`config.mk`:
```
export PLATFORM = sky130hd
export DESIGN_NAME = mem_port_arbiter
export DESIGN_NICKNAME = d
export VERILOG_FILES = /design/src/rtl/mem_port_arbiter.sv
export SDC_FILE = /design/constraint.sdc
export NUM_CORES = 1
export LEC_CHECK = 0
export BUFFER_PORTS_ARGS = -buffer_cell sky130_fd_sc_hd__buf_2
export CAP_MARGIN = 10
export CORE_MARGIN = 2
export CORE_UTILIZATION = 46
export CTS_BUF_LIST = sky130_fd_sc_hd__clkbuf_2 sky130_fd_sc_hd__clkbuf_4 sky130_fd_sc_hd__clkbuf_8
export DETAILED_ROUTE_END_ITERATION = 8
export GPL_TIMING_DRIVEN = 0
export PLACE_DENSITY = 0.88
export SYNTH_ARGS = -nofsm -noshare
export SYNTH_HDL_FRONTEND = slang
export SYNTH_SLANG_ARGS = --single-unit
export TNS_END_PERCENT = 100
```
`constraint.sdc`:
```
create_clock -name clk -period 4.3 [get_ports clk]
set_input_delay 0.215 -clock clk [delete_from_list [all_inputs] [get_ports clk]]
set_output_delay 0.215 -clock clk [all_outputs]
set_load 0.1 [all_outputs]
```
`src/rtl/mem_port_arbiter.sv`:
```
// mem_port_arbiter: shares one single-port memory between the instruction-fetch
// requester and the load/store requester of a 5-stage pipeline. One access is
// in flight at a time (IDLE -> ISSUE -> WAIT -> DONE). Data requests win
// arbitration because a stalled MEM stage holds up the whole pipeline.
// A taken branch (if_flush_i) drops the in-flight fetch return but still lets
// the memory access complete.
// Optional feature: define MEM_ARB_STARVE_GUARD_EN to add a starvation guard.
// After STARVE_MAX back-to-back data grants while a fetch waits, the fetch is
// forced through.
module mem_port_arbiter #(
  parameter int AW         = 10,
  parameter int DW         = 32,
  parameter int MEM_LAT    = 1,
  parameter int STARVE_MAX = 4
) (
  input  logic          clk,
  input  logic          rst_n,
  input  logic          if_req_i,
  input  logic [AW-1:0] if_addr_i,
  input  logic          if_flush_i,
  output logic          if_gnt_o,
  output logic          if_valid_o,
  output logic [DW-1:0] if_rdata_o,
  input  logic          d_req_i,
  input  logic          d_we_i,
  input  logic [AW-1:0] d_addr_i,
  input  logic [DW-1:0] d_wdata_i,
  output logic          d_gnt_o,
  output logic          d_valid_o,
  output logic [DW-1:0] d_rdata_o,
  output logic          mem_en_o,
  output logic          mem_we_o,
  output logic [AW-1:0] mem_addr_o,
  output logic [DW-1:0] mem_wdata_o,
  input  logic [DW-1:0] mem_rdata_i,
  output logic          busy_o
);

  typedef enum logic [1:0] {IDLE, ISSUE, WAIT, DONE} state_e;

  localparam logic [2:0] LatInit = 3'(MEM_LAT);

  state_e        state_q;
  logic          ownerIf_q;
  logic          dWe_q;
  logic [2:0]    latCnt_q;
  logic          flush_q;
  logic          if_gnt_q;
  logic          if_valid_q;
  logic [DW-1:0] if_rdata_q;
  logic          d_gnt_q;
  logic          d_valid_q;
  logic [DW-1:0] d_rdata_q;
  logic          mem_en_q;
  logic          mem_we_q;
  logic [AW-1:0] mem_addr_q;
  logic [DW-1:0] mem_wdata_q;

  logic grantIf;
  logic grantD;
  logic arbSlot;

  // IDLE and DONE are the only cycles in which a new access may be chosen
  assign arbSlot = (state_q == IDLE) || (state_q == DONE);

`ifdef MEM_ARB_STARVE_GUARD_EN
  localparam logic [3:0] StarveMax = 4'(STARVE_MAX);

  logic [3:0] starveCnt_q;
  logic [3:0] starveCnt_d;

  // Data wins unless the fetch has already been passed over StarveMax times
  always_comb begin
    grantIf = if_req_i && (!d_req_i || (starveCnt_q == StarveMax));
  end

  // Count data grants that overtook a waiting fetch; any fetch grant or an
  // absent fetch request at an arbitration slot resets the count
  always_comb begin
    starveCnt_d = starveCnt_q;
    if (arbSlot) begin
      if (grantIf || !if_req_i) begin
        starveCnt_d = '0;
      end else if (grantD && (starveCnt_q != 4'hF)) begin
        starveCnt_d = starveCnt_q + 4'd1;
      end
    end
  end

  // Starvation counter register
  always_ff @(posedge clk or negedge rst_n) begin
    if (!rst_n) begin
      starveCnt_q <= '0;
    end else begin
      starveCnt_q <= starveCnt_d;
    end
  end
`else
  // Strict data priority: a fetch is granted only when no data request exists
  always_comb begin
    grantIf = if_req_i && !d_req_i;
  end
`endif

  assign grantD = d_req_i && !grantIf;

  // Access sequencer: latches the winner, strobes the memory once, waits
  // MEM_LAT cycles, then presents the return for one cycle while re-arbitrating
  always_ff @(posedge clk or negedge rst_n) begin
    if (!rst_n) begin
      state_q     <= IDLE;
      ownerIf_q   <= 1'b0;
      dWe_q       <= 1'b0;
      latCnt_q    <= '0;
      flush_q     <= 1'b0;
      if_gnt_q    <= 1'b0;
      if_valid_q  <= 1'b0;
      if_rdata_q  <= '0;
      d_gnt_q     <= 1'b0;
      d_valid_q   <= 1'b0;
      d_rdata_q   <= '0;
      mem_en_q    <= 1'b0;
      mem_we_q    <= 1'b0;
      mem_addr_q  <= '0;
      mem_wdata_q <= '0;
    end else begin
      if_gnt_q   <= 1'b0;
      d_gnt_q    <= 1'b0;
      mem_en_q   <= 1'b0;
      mem_we_q   <= 1'b0;
      if_valid_q <= 1'b0;
      d_valid_q  <= 1'b0;
      case (state_q)
        IDLE, DONE: begin
          flush_q <= 1'b0;
          if (grantIf) begin
            ownerIf_q  <= 1'b1;
            dWe_q      <= 1'b0;
            mem_en_q   <= 1'b1;
            mem_addr_q <= if_addr_i;
            if_gnt_q   <= 1'b1;
            state_q    <= ISSUE;
          end else if (grantD) begin
            ownerIf_q   <= 1'b0;
            dWe_q       <= d_we_i;
            mem_en_q    <= 1'b1;
            mem_we_q    <= d_we_i;
            mem_addr_q  <= d_addr_i;
            mem_wdata_q <= d_wdata_i;
            d_gnt_q     <= 1'b1;
            state_q     <= ISSUE;
          end else begin
            state_q <= IDLE;
          end
        end
        ISSUE: begin
          if (ownerIf_q && if_flush_i) begin
            flush_q <= 1'b1;
          end
          latCnt_q <= LatInit;
          state_q  <= WAIT;
        end
        WAIT: begin
          if (ownerIf_q && if_flush_i) begin
            flush_q <= 1'b1;
          end
          if (latCnt_q == 3'd1) begin
            state_q <= DONE;
            if (ownerIf_q) begin
              if (!flush_q && !if_flush_i) begin
                if_valid_q <= 1'b1;
                if_rdata_q <= mem_rdata_i;
              end
            end else begin
              d_valid_q <= 1'b1;
              d_rdata_q <= dWe_q ? '0 : mem_rdata_i;
            end
          end else begin
            latCnt_q <= latCnt_q - 3'd1;
          end
        end
        default: begin
          state_q <= IDLE;
        end
      endcase
    end
  end

  // A branch taken in the return cycle itself still kills the fetch return
  assign if_valid_o  = if_valid_q && !if_flush_i;
  assign if_gnt_o    = if_gnt_q;
  assign if_rdata_o  = if_rdata_q;
  assign d_gnt_o     = d_gnt_q;
  assign d_valid_o   = d_valid_q;
  assign d_rdata_o   = d_rdata_q;
  assign mem_en_o    = mem_en_q;
  assign mem_we_o    = mem_we_q;
  assign mem_addr_o  = mem_addr_q;
  assign mem_wdata_o = mem_wdata_q;
  assign busy_o      = (state_q != IDLE);

endmodule

```
==> impl_results.md, run 1 <==
* Status: finished, final reports clean
* TritonRoute pass-1 iters at 4
* CP max FO at 10
* Fill count at between 800 and 900
* Clock tree buffer depth at 2
* Seq cells post-synth at 120
* Sequential share of the synthesized area at 60.15%
* Rows at 38
* Kind of critical path: flop to flop
* Mapped Area at ~0.005 mm^2
* Slowest cell on the critical path: ha_1
* Diodes inserted at 0
* Worst-Margin Slew at ~0.51 ns
* CTS Buf Count at 17
* Pin count of the biggest net entering global routing at 84
* Post-Route Setup TNS at 0 ns
* Drt total wl at 12.06 mm
* Share of cells above drive strength 1 at about half
* Initial Util at between 40 and 50%
* GP Congestion at 0.7685
* Top cell type's share of synthesized area at approximately three fifths
* H-Tree Depth at 4
* Post-route ant nets at 0
* NumNets Final at 709
* Top-level I/O count at 203
* Most used cell, CP: buf_2
* CTS tree: yes
* Clock sink count at 120
* Commonest non-fill, non-tap cell in the layout: buf_2
* Final Cycle Share at around 46%
* Synthesized area per cell at 12.90 um^2
* Max_slew headroom at around two thirds
* Final core occ at about 62%
* Gate Count Post-Synth at a little under 400
* Slew Limit Fails at 0
* Clock Skew at approximately 0.015 ns
* GRT Util Overall at 21.34%
* Die footprint at 0.01170 mm^2
* Yosys warning count at 0
* Die X at about 110 um
* CORE AREA at 0.01070 mm^2
* Area grow syn2layout at 33.38%
* Tmin final at 1.985 ns
* Initial antenna violation count at 0
* Drt initial violations at 201
* Max_cap viols at 0
* CP Cell Sequence: inv_1, ha_1, nor2b_1, buf_2, buf_2, mux2_2
* I/O Buffers at 202
* Clock slew at reported path FFs at 0.07 ns
* CP Capture Type: flop
* Vias in the first global route at a little under 4000
* Hold_ws at 0.02894 ns
* Leading cell types in the layout, fill and taps excluded: 212 x buf_2, 120 x dfrtp_1, 43 x o21ai_0
* Largest area contributor in the netlist: dfrtp_1
* Synth top area cells: dfrtp_1 60%, mux2_4 8.7%, mux2_2 7.7%, nand2b_1 4.4%, o21ai_0 4.3%
* Placed Cells incl. Taps at 730
* Peak Freq at between 500 and 600 MHz
* Final setup fails at 0
* Number of unique standard cell types used by synthesis at 27
* Final Hold Fails at 0
* Root Buffer Master: clkbuf_8
* Crit-path leading delay family: buffers and inverters
* Hold Crit Class: primary input to flop
* CP peak stage delay at 0.41 ns
* Req. time, crit path at around 4.6 ns
* Post-Syn Nets at ~480
* First-pass GRT wire length at just under 20 mm
* Post-cts resize count at 0
* Vias at approximately 3800
* Vias per std cell at about 5
* Post-route DRC at 0
* HPWL after detailed placement at 8.939 mm
* RSZ-0062 raised after global routing: false
* Worst-skew pair later-pin latency at ~0.41 ns
* Global route overflow at 0
* Post-CTS Hold Buffers at 1
* DR WL/cell at between 15 and 20 um
* Critical Path Source Type: flop
* CP bufs+invs at 3
* Final Instance Count excl. Fillers at ~770
* Worst Path Arrival at between 2 and 2.5 ns
* Die height at between 100 and 150 um
* Postcts setup bufs at 0
## cell families after synthesis
logic type / share of synthesized area [%]
adder cells (fa/ha/maj): 1.253
buffers and inverters: 3.133
flip-flops: 60.15
multiplexers: 17.44
AND/OR/NAND/NOR: 10.18
AO/OA/AOI/OAI: 7.845
## tightest hold or removal path, stage by stage
cell and delay, ns:
buf_2 0.08, a22oi_1 0.05, o21ai_0 0.06
## registers in the layout (all words and copies together) (netlist names)
signal / count
dWe_q: 1
d_gnt_o: 1
d_rdata_o: 32
d_valid_o: 1
flush_q: 1
if_gnt_o: 1
if_rdata_o: 32
if_valid_q: 1
latCnt_q: 3
mem_addr_o: 10
mem_en_o: 1
mem_wdata_o: 32
mem_we_o: 1
ownerIf_q: 1
state_q: 2
## path summary, 6_finish.rpt
| check | slack, ns | to | cells after the start | startpoint |
|---|---|---|---|---|
| setup / recovery | 2.31 | mem_wdata_o[28] | 6 | state_q[0] |
| hold / removal | 0.03 | mem_addr_o[0] | 3 | d_addr_i[0] |
| setup reg to reg | 2.31 | mem_wdata_o[28] | 6 | state_q[0] |
| hold reg to reg | 0.48 | d_rdata_o[16] | 2 | d_rdata_o[16] |
| max in group asynchronous | 3.32 | latCnt_q[1] | 3 | rst_n |
| min in group asynchronous | 0.27 | if_rdata_o[12] | 2 | rst_n |
## layer usage
layer / track usage [%] / vias to the layer above / wire [um] / share of wire, %
met5: 0 / - / 0 / 0
met1: 26.07 / 1872 / 5013 / 42
met4: 6.502 / 0 / 150 / 1.2
met2: 36.52 / 157 / 6052 / 50
li1: - / 1762 / - / -
met3: 6.389 / 12 / 839 / 7.0
## synthesized netlist by cell type
master / n
buf_6: 3
ha_1: 5
nor2b_1: 14
nand2_1: 33
a211oi_1: 1
nor2_1: 5
nand4bb_1: 1
nand2b_1: 35
or2_2: 1
mux2_2: 34
a21oi_1: 11
mux2_4: 29
o21ai_0: 43
mux2i_1: 3
o22ai_1: 1
a2bb2oi_1: 1
and2_1: 1
a21o_1: 2
a22o_1: 1
buf_2: 11
nand4_4: 1
clkbuf_1: 9
inv_1: 9
a22oi_1: 10
mux2_1: 2
dfrtp_1: 120
nor2b_4: 1
## stage by stage
stage	setup WS, ns	cell area (um^2)
final	2.315	6659
after global routing	2.155	6659
after CTS	2.290	6619
after detailed placement	2.303	6212
after global placement	1.646	6178
after floorplan	2.434	4992
## final cells by class
class                      instances  area (um^2)  area share, %
sequential                       120         3003          45.10
multi-input combinational        235         1833          27.53
timing repair buffer             208         1095          16.44
clock buffer                      21        270.3          4.059
tap                              140        175.2          2.631
clock inverter                     9        126.4          1.898
buffer                            23        122.6          1.841
inverter                           9        33.78         0.5073
Power of run 1 is not shown: default switching activity piles up to over one toggle a cycle in this logic, so the estimate is an artifact.
==> run 2: changes to the inputs <==
==> constraint.sdc (replaced) <==
create_clock -name clk -period 2.07 [get_ports clk]
set_input_delay 0.1035 -clock clk [delete_from_list [all_inputs] [get_ports clk]]
set_output_delay 0.1035 -clock clk [all_outputs]
set_load 0.1 [all_outputs]
==> run 2 against run 1 <==
Effect of this change: critical path depth unchanged; worst hold slack lost 0.0085 ns; cell area is 12% higher; register-to-register slack got worse by 2.2 ns; critical path type unchanged; largest cell class unchanged.
==> impl_results.md, run 2 (synthesized netlist as in run 1, its figures left out) <==
* CTS tree: yes
* Global route overflow at 0 (unchanged)
* Final Instance Count excl. Fillers at 847 (+11%)
* Hold_ws at 0.02046 ns (-0.008478 ns)
* Critical Path Source Type: flop
* Clock slew at reported path FFs at 0.07 ns (about the same)
* Final setup fails at 0 (unchanged)
* Top-level I/O count at 203 (unchanged)
* Kind of critical path: flop to flop
* Initial Util at 46.67% (unchanged)
* Share of cells above drive strength 1 at 44.27% (-5.8 points)
* Hold Path End: mem_addr_o[4]
* H-Tree Depth at 4 (unchanged)
* Fill count at 742 (-15%)
* CP Cell Sequence: inv_1, ha_1, nor2b_1, buf_2, clkbuf_4, mux2_2
* Final Hold Fails at 0 (unchanged)
* HPWL after detailed placement at 8.939 mm (unchanged)
* Clock tree buffer depth at 2 (unchanged)
* GRT Util Overall at 24.92% (+3.6 points)
* Die footprint at 0.01170 mm^2 (unchanged)
* Req. time, crit path at 2.37 ns (-2.23 ns)
* Leading cell types in the layout, fill and taps excluded: 209 x buf_2, 120 x dfrtp_1, 87 x dlygate4sd3_1
* Die X at 108.2 um (unchanged)
* R2r startpoint: state_q[0]
* First-pass GRT wire length at 22.32 mm (+16%)
* Slowest cell on the critical path: ha_1
* Final Cycle Share at 94.18% (+48 points)
* Setup WS post-layout at 0.1205 ns (-2.194 ns)
* Area grow syn2layout at 49.97%
* Slew Limit Fails at 0 (unchanged)
* CP peak stage delay at 0.40 ns (about the same)
* Rows at 38 (unchanged)
* Peak Freq at 513.0 MHz (+1.8%)
* Root Buffer Master: clkbuf_8
* Max_slew headroom at 66.27% (about the same)
* Post-route ant nets at 0 (unchanged)
* Post-route DRC at 0 (unchanged)
* Die height at 108.2 um (unchanged)
* Worst-skew pair later-pin latency at 0.41 ns (about the same)
* Tmin final at 1.949 ns (-0.03576 ns)
* Hold wc startpoint: if_addr_i[4]
* Status: finished, final reports clean
* Clock sink count at 120 (unchanged)
* Reg2Reg Setup Slack at 0.12 ns (-2.19 ns)
* TritonRoute pass-1 iters at 4 (unchanged)
* CTS Buf Count at 17 (unchanged)
* Max_cap viols at 0 (unchanged)
* Hold Crit Class: primary input to flop
* Reg2Reg Capture Point: mem_wdata_o[26]
* Worst Path Arrival at 2.25 ns (-0.03 ns)
* Pin count of the biggest net entering global routing at 84 (unchanged)
* I/O Buffers at 202 (unchanged)
* Crit-path leading delay family: buffers and inverters
* Pre-CTS WS at 0.07286 ns (-2.230 ns)
* CORE AREA at 0.01070 mm^2 (unchanged)
* R2R depth at 6 (unchanged)
* Worst-Margin Slew at 0.5095 ns (-0.0007710 ns)
* Diodes inserted at 0 (unchanged)
* Placed Cells incl. Taps at 730 (unchanged)
* Commonest non-fill, non-tap cell in the layout: buf_2
* RSZ-0062 raised after global routing: true
* CP Capture Type: flop
* Vias in the first global route at 4518 (+15%)
* Clock Skew at 0.01490 ns (+0.0003095 ns)
* Drt total wl at 14.22 mm (+18%)
* Worst Hold Path Cells at 3 (unchanged)
* NumNets Final at 791 (+12%)
* CP bufs+invs at 3 (unchanged)
* Vias per std cell at 5.013 (+0.84%)
* CP max FO at 10 (unchanged)
* GP Congestion at 0.7685 (unchanged)
* Initial antenna violation count at 0 (unchanged)
* Vias at 4246 (+12%)
* Post-Route Setup TNS at 0 ns (unchanged)
* DR WL/cell at 16.79 um (+6.5%)
* Drt initial violations at 230 (+14%)
run 2: changes by cell type in the layout (fill, tap and decap cells not counted):
cell	delta
dlygate4sd3_1	+82
buf_2	-3
clkbuf_4	+3
run 2: worst reg2reg max path, delay by kind of cell, from the launching register on:
family,cells,cell delay (ns)
AND/OR/NAND/NOR,1,0.13
multiplexers,1,0.36
buffers and inverters,3,0.57
flip-flops,1,0.37
adder cells (fa/ha/maj),1,0.40
run 2: area by class of cell:
type	instances	area [um^2]	share of cell area (%)
Clock inverter	9	126.4	1.688
Multi-Input combinational cell	235	1833	24.48
Clock buffer	21	270.3	3.610
Timing Repair Buffer	290	1916	25.58
Sequential cell	120	3003	40.11
Tap cell	140	175.2	2.340
Inverter	9	33.78	0.4512
Buffer	23	130.1	1.738
run 2: worst max-delay path by stage:
stage	startpoint	to	slack (ns)	cells past startpoint
global route	state_q[0]	mem_wdata_o[24]	-0.01	6
detailed placement	state_q[0]	mem_wdata_o[13]	0.07	6
floorplan	if_valid_q	if_valid_o	0.32	1
global placement	rst_n	mem_addr_o[2]	-0.47	1
finish	state_q[0]	mem_wdata_o[26]	0.12	6
CTS	state_q[0]	mem_wdata_o[8]	0.06	6
run 2: stage by stage:
step	instance area, um^2	util, %
2_1_floorplan	4992	-
5_1_grt	7487	69.99
4_1_cts	7480	69.92
3_3_place_gp	6178	57.75
3_5_place_dp	6212	58.07
6_report	7487	69.99
run 2: layer usage:
metal,vias up,wire length (um),global-route usage [%]
li1,1933,-,-
met1,2066,5549,28.79
met2,211,7242,43.35
met3,36,1082,7.715
met4,0,345,9.615
met5,-,0,0
run 2: what timing repair did:
action,in CTS,in global routing
hold buffers,87,0
hold endpoints to repair,159,0
resized for setup,0,3
endpoints found under the setup margin,0,28
buffers inserted,0,0
Power of run 2 is left out for the same reason.
==> run 3: changes to the inputs <==
==> constraint.sdc (replaced) <==
create_clock -name clk -period 2.07 [get_ports clk]
set_input_delay 0.414 -clock clk [delete_from_list [all_inputs] [get_ports clk]]
set_output_delay 0.414 -clock clk [all_outputs]
set_load 0.1 [all_outputs]
==> run 3 against run 2 <==
Effect of this change: worst hold slack improved by 0.20 ns; core utilization shrank 7.9 points; final cell count down 10%; via count shrank 11%; non-clock buffer count down 86; flip-flop and latch count is the same; first-iteration DRC count shrank 45%; clock skew fell by 0.0052 ns; global-route usage is 3.9 points lower.
==> impl_results.md, run 3 (synthesized netlist as in run 1, its figures left out) <==
* Max_slew headroom at 65.68% (-0.59 points)
* RSZ-0062 raised after global routing: false
* H-Tree Depth at 4 (unchanged)
* Final core occ at 62.09% (-7.9 points)
* Global route overflow at 0 (unchanged)
* Worst-Margin Slew at 0.5184 ns (+0.008939 ns)
* Worst-skew pair later-pin latency at 0.42 ns (about the same)
* Vias at 3762 (-11%)
* Initial antenna violation count at 0 (unchanged)
* TritonRoute pass-1 iters at 4 (unchanged)
* Pin count of the biggest net entering global routing at 92 (+9.5%)
* Clock slew at reported path FFs at 0.07 ns (about the same)
* CP Capture Type: flop
* Slew Limit Fails at 0 (unchanged)
* Status: finished, final reports clean
* First-pass GRT wire length at 18.85 mm (-16%)
* Max_cap viols at 0 (unchanged)
* GP Congestion at 0.7898 (+2.8%)
* Multi-input logic area at 0.001836 mm^2 (+0.14%)
* Vias in the first global route at 3915 (-13%)
* Clock sink count at 120 (unchanged)
* Tmin final at 1.940 ns (-0.009684 ns)
* Hold Crit Class: primary input to flop
* Leading cell types in the layout, fill and taps excluded: 212 x buf_2, 120 x dfrtp_1, 43 x o21ai_0
* Clock tree buffer depth at 2 (unchanged)
* Rows at 38 (unchanged)
* Share of cells above drive strength 1 at 50.64% (+6.4 points)
* Die X at 108.2 um (unchanged)
* Fill count at 851 (+15%)
* CP max FO at 10 (unchanged)
* Diodes inserted at 0 (unchanged)
* Kind of critical path: flop to flop
* Peak Freq at 515.5 MHz (+0.50%)
* CORE AREA at 0.01070 mm^2 (unchanged)
* Post-cts resize count at 0 (unchanged)
* NumNets Final at 705 (-11%)
* Final Hold Fails at 0 (unchanged)
* Vias per std cell at 4.937 (-1.5%)
* Worst Path Arrival at 2.23 ns (-0.02 ns)
* CTS Buf Count at 17 (unchanged)
* HPWL after detailed placement at 8.791 mm (-1.7%)
* Drt total wl at 11.84 mm (-17%)
* Critical Path Source Type: flop
* Die height at 108.2 um (unchanged)
* Clock Skew at 0.009680 ns (-0.005222 ns)
* Drt initial violations at 127 (-45%)
* Req. time, crit path at 2.36 ns (about the same)
* Initial Util at 46.67% (unchanged)
* Post-route ant nets at 0 (unchanged)
* Root Buffer Master: clkbuf_8
* DR WL/cell at 15.54 um (-7.5%)
* Top-level I/O count at 203 (unchanged)
* Commonest non-fill, non-tap cell in the layout: buf_2
* CTS tree: yes
* GRT Util Overall at 21.04% (-3.9 points)
* Final setup fails at 0 (unchanged)
* Final Cycle Share at 93.71% (-0.47 points)
* I/O Buffers at 202 (unchanged)
* Die footprint at 0.01170 mm^2 (unchanged)
* Post-route DRC at 0 (unchanged)
* Area grow syn2layout at 33.06%
* Reg area at 0.003003 mm^2 (unchanged)
run 3: cell count changes in the layout (fill, tap and decap cells not counted), sizes merged:
cell         delta
clkbuf          -1
dlygate4sd3    -86
clkinv          -2
clkinvlp        +1
buf             +3
run 3: final timing paths:
check	from	to	slack (ns)	depth (start not counted)
max in group asynchronous	rst_n	ownerIf_q	0.91	3
min in group asynchronous	rst_n	if_rdata_o[12]	0.43	2
worst min register to register	d_rdata_o[12]	d_rdata_o[12]	0.48	2
worst max register to register	state_q[0]	mem_wdata_o[3]	0.13	6
worst min-delay path	d_addr_i[5]	mem_addr_o[5]	0.22	3
worst max-delay path	state_q[0]	mem_wdata_o[3]	0.13	6
run 3: per-stage QoR:
stage	setup slack, ns	setup TNS [ns]	cell area [um^2]	hold WS [ns]	cells
floorplan	0.3551	0	4995	0.1184	387
global placement	-0.8055	-95.44	6181	0.4594	729
detailed placement	0.1152	0	6215	0.3051	730
CTS	0.1058	0	6643	0.1919	762
global route	0.007020	0	6643	0.1876	762
finish	0.1302	0	6643	0.2226	762
run 3: area by class of cell:
class,instances,area share (%)
sequential,120,45.21
multi-input combinational,235,27.63
timing repair buffer,204,15.88
clock buffer,23,4.483
tap,140,2.637
buffer,23,1.846
clock inverter,8,1.808
inverter,9,0.5086
run 3: layer usage:
metal / up-vias / global-route usage [%] / part of all wire, %
met5: - / 0 / 0
met3: 20 / 7.173 / 7.3
li1: 1761 / - / -
met1: 1829 / 25.56 / 42
met2: 152 / 35.00 / 49
met4: 0 / 7.509 / 1.7
run 3: timing repair:
| item | in CTS | in global routing |
|---|---|---|
| setup buffers | 0 | 0 |
| hold buffers | 1 | 0 |
| endpoints found under the hold margin | 29 | 0 |
run 3: worst max-delay path, stage by stage, from the launching register on:
cell,delay [ns]
dfrtp_1,0.37
inv_1,0.07
ha_1,0.39
nor2b_1,0.13
buf_2,0.21
buf_2,0.27
mux2_2,0.37
Power of run 3 is left out for the same reason.
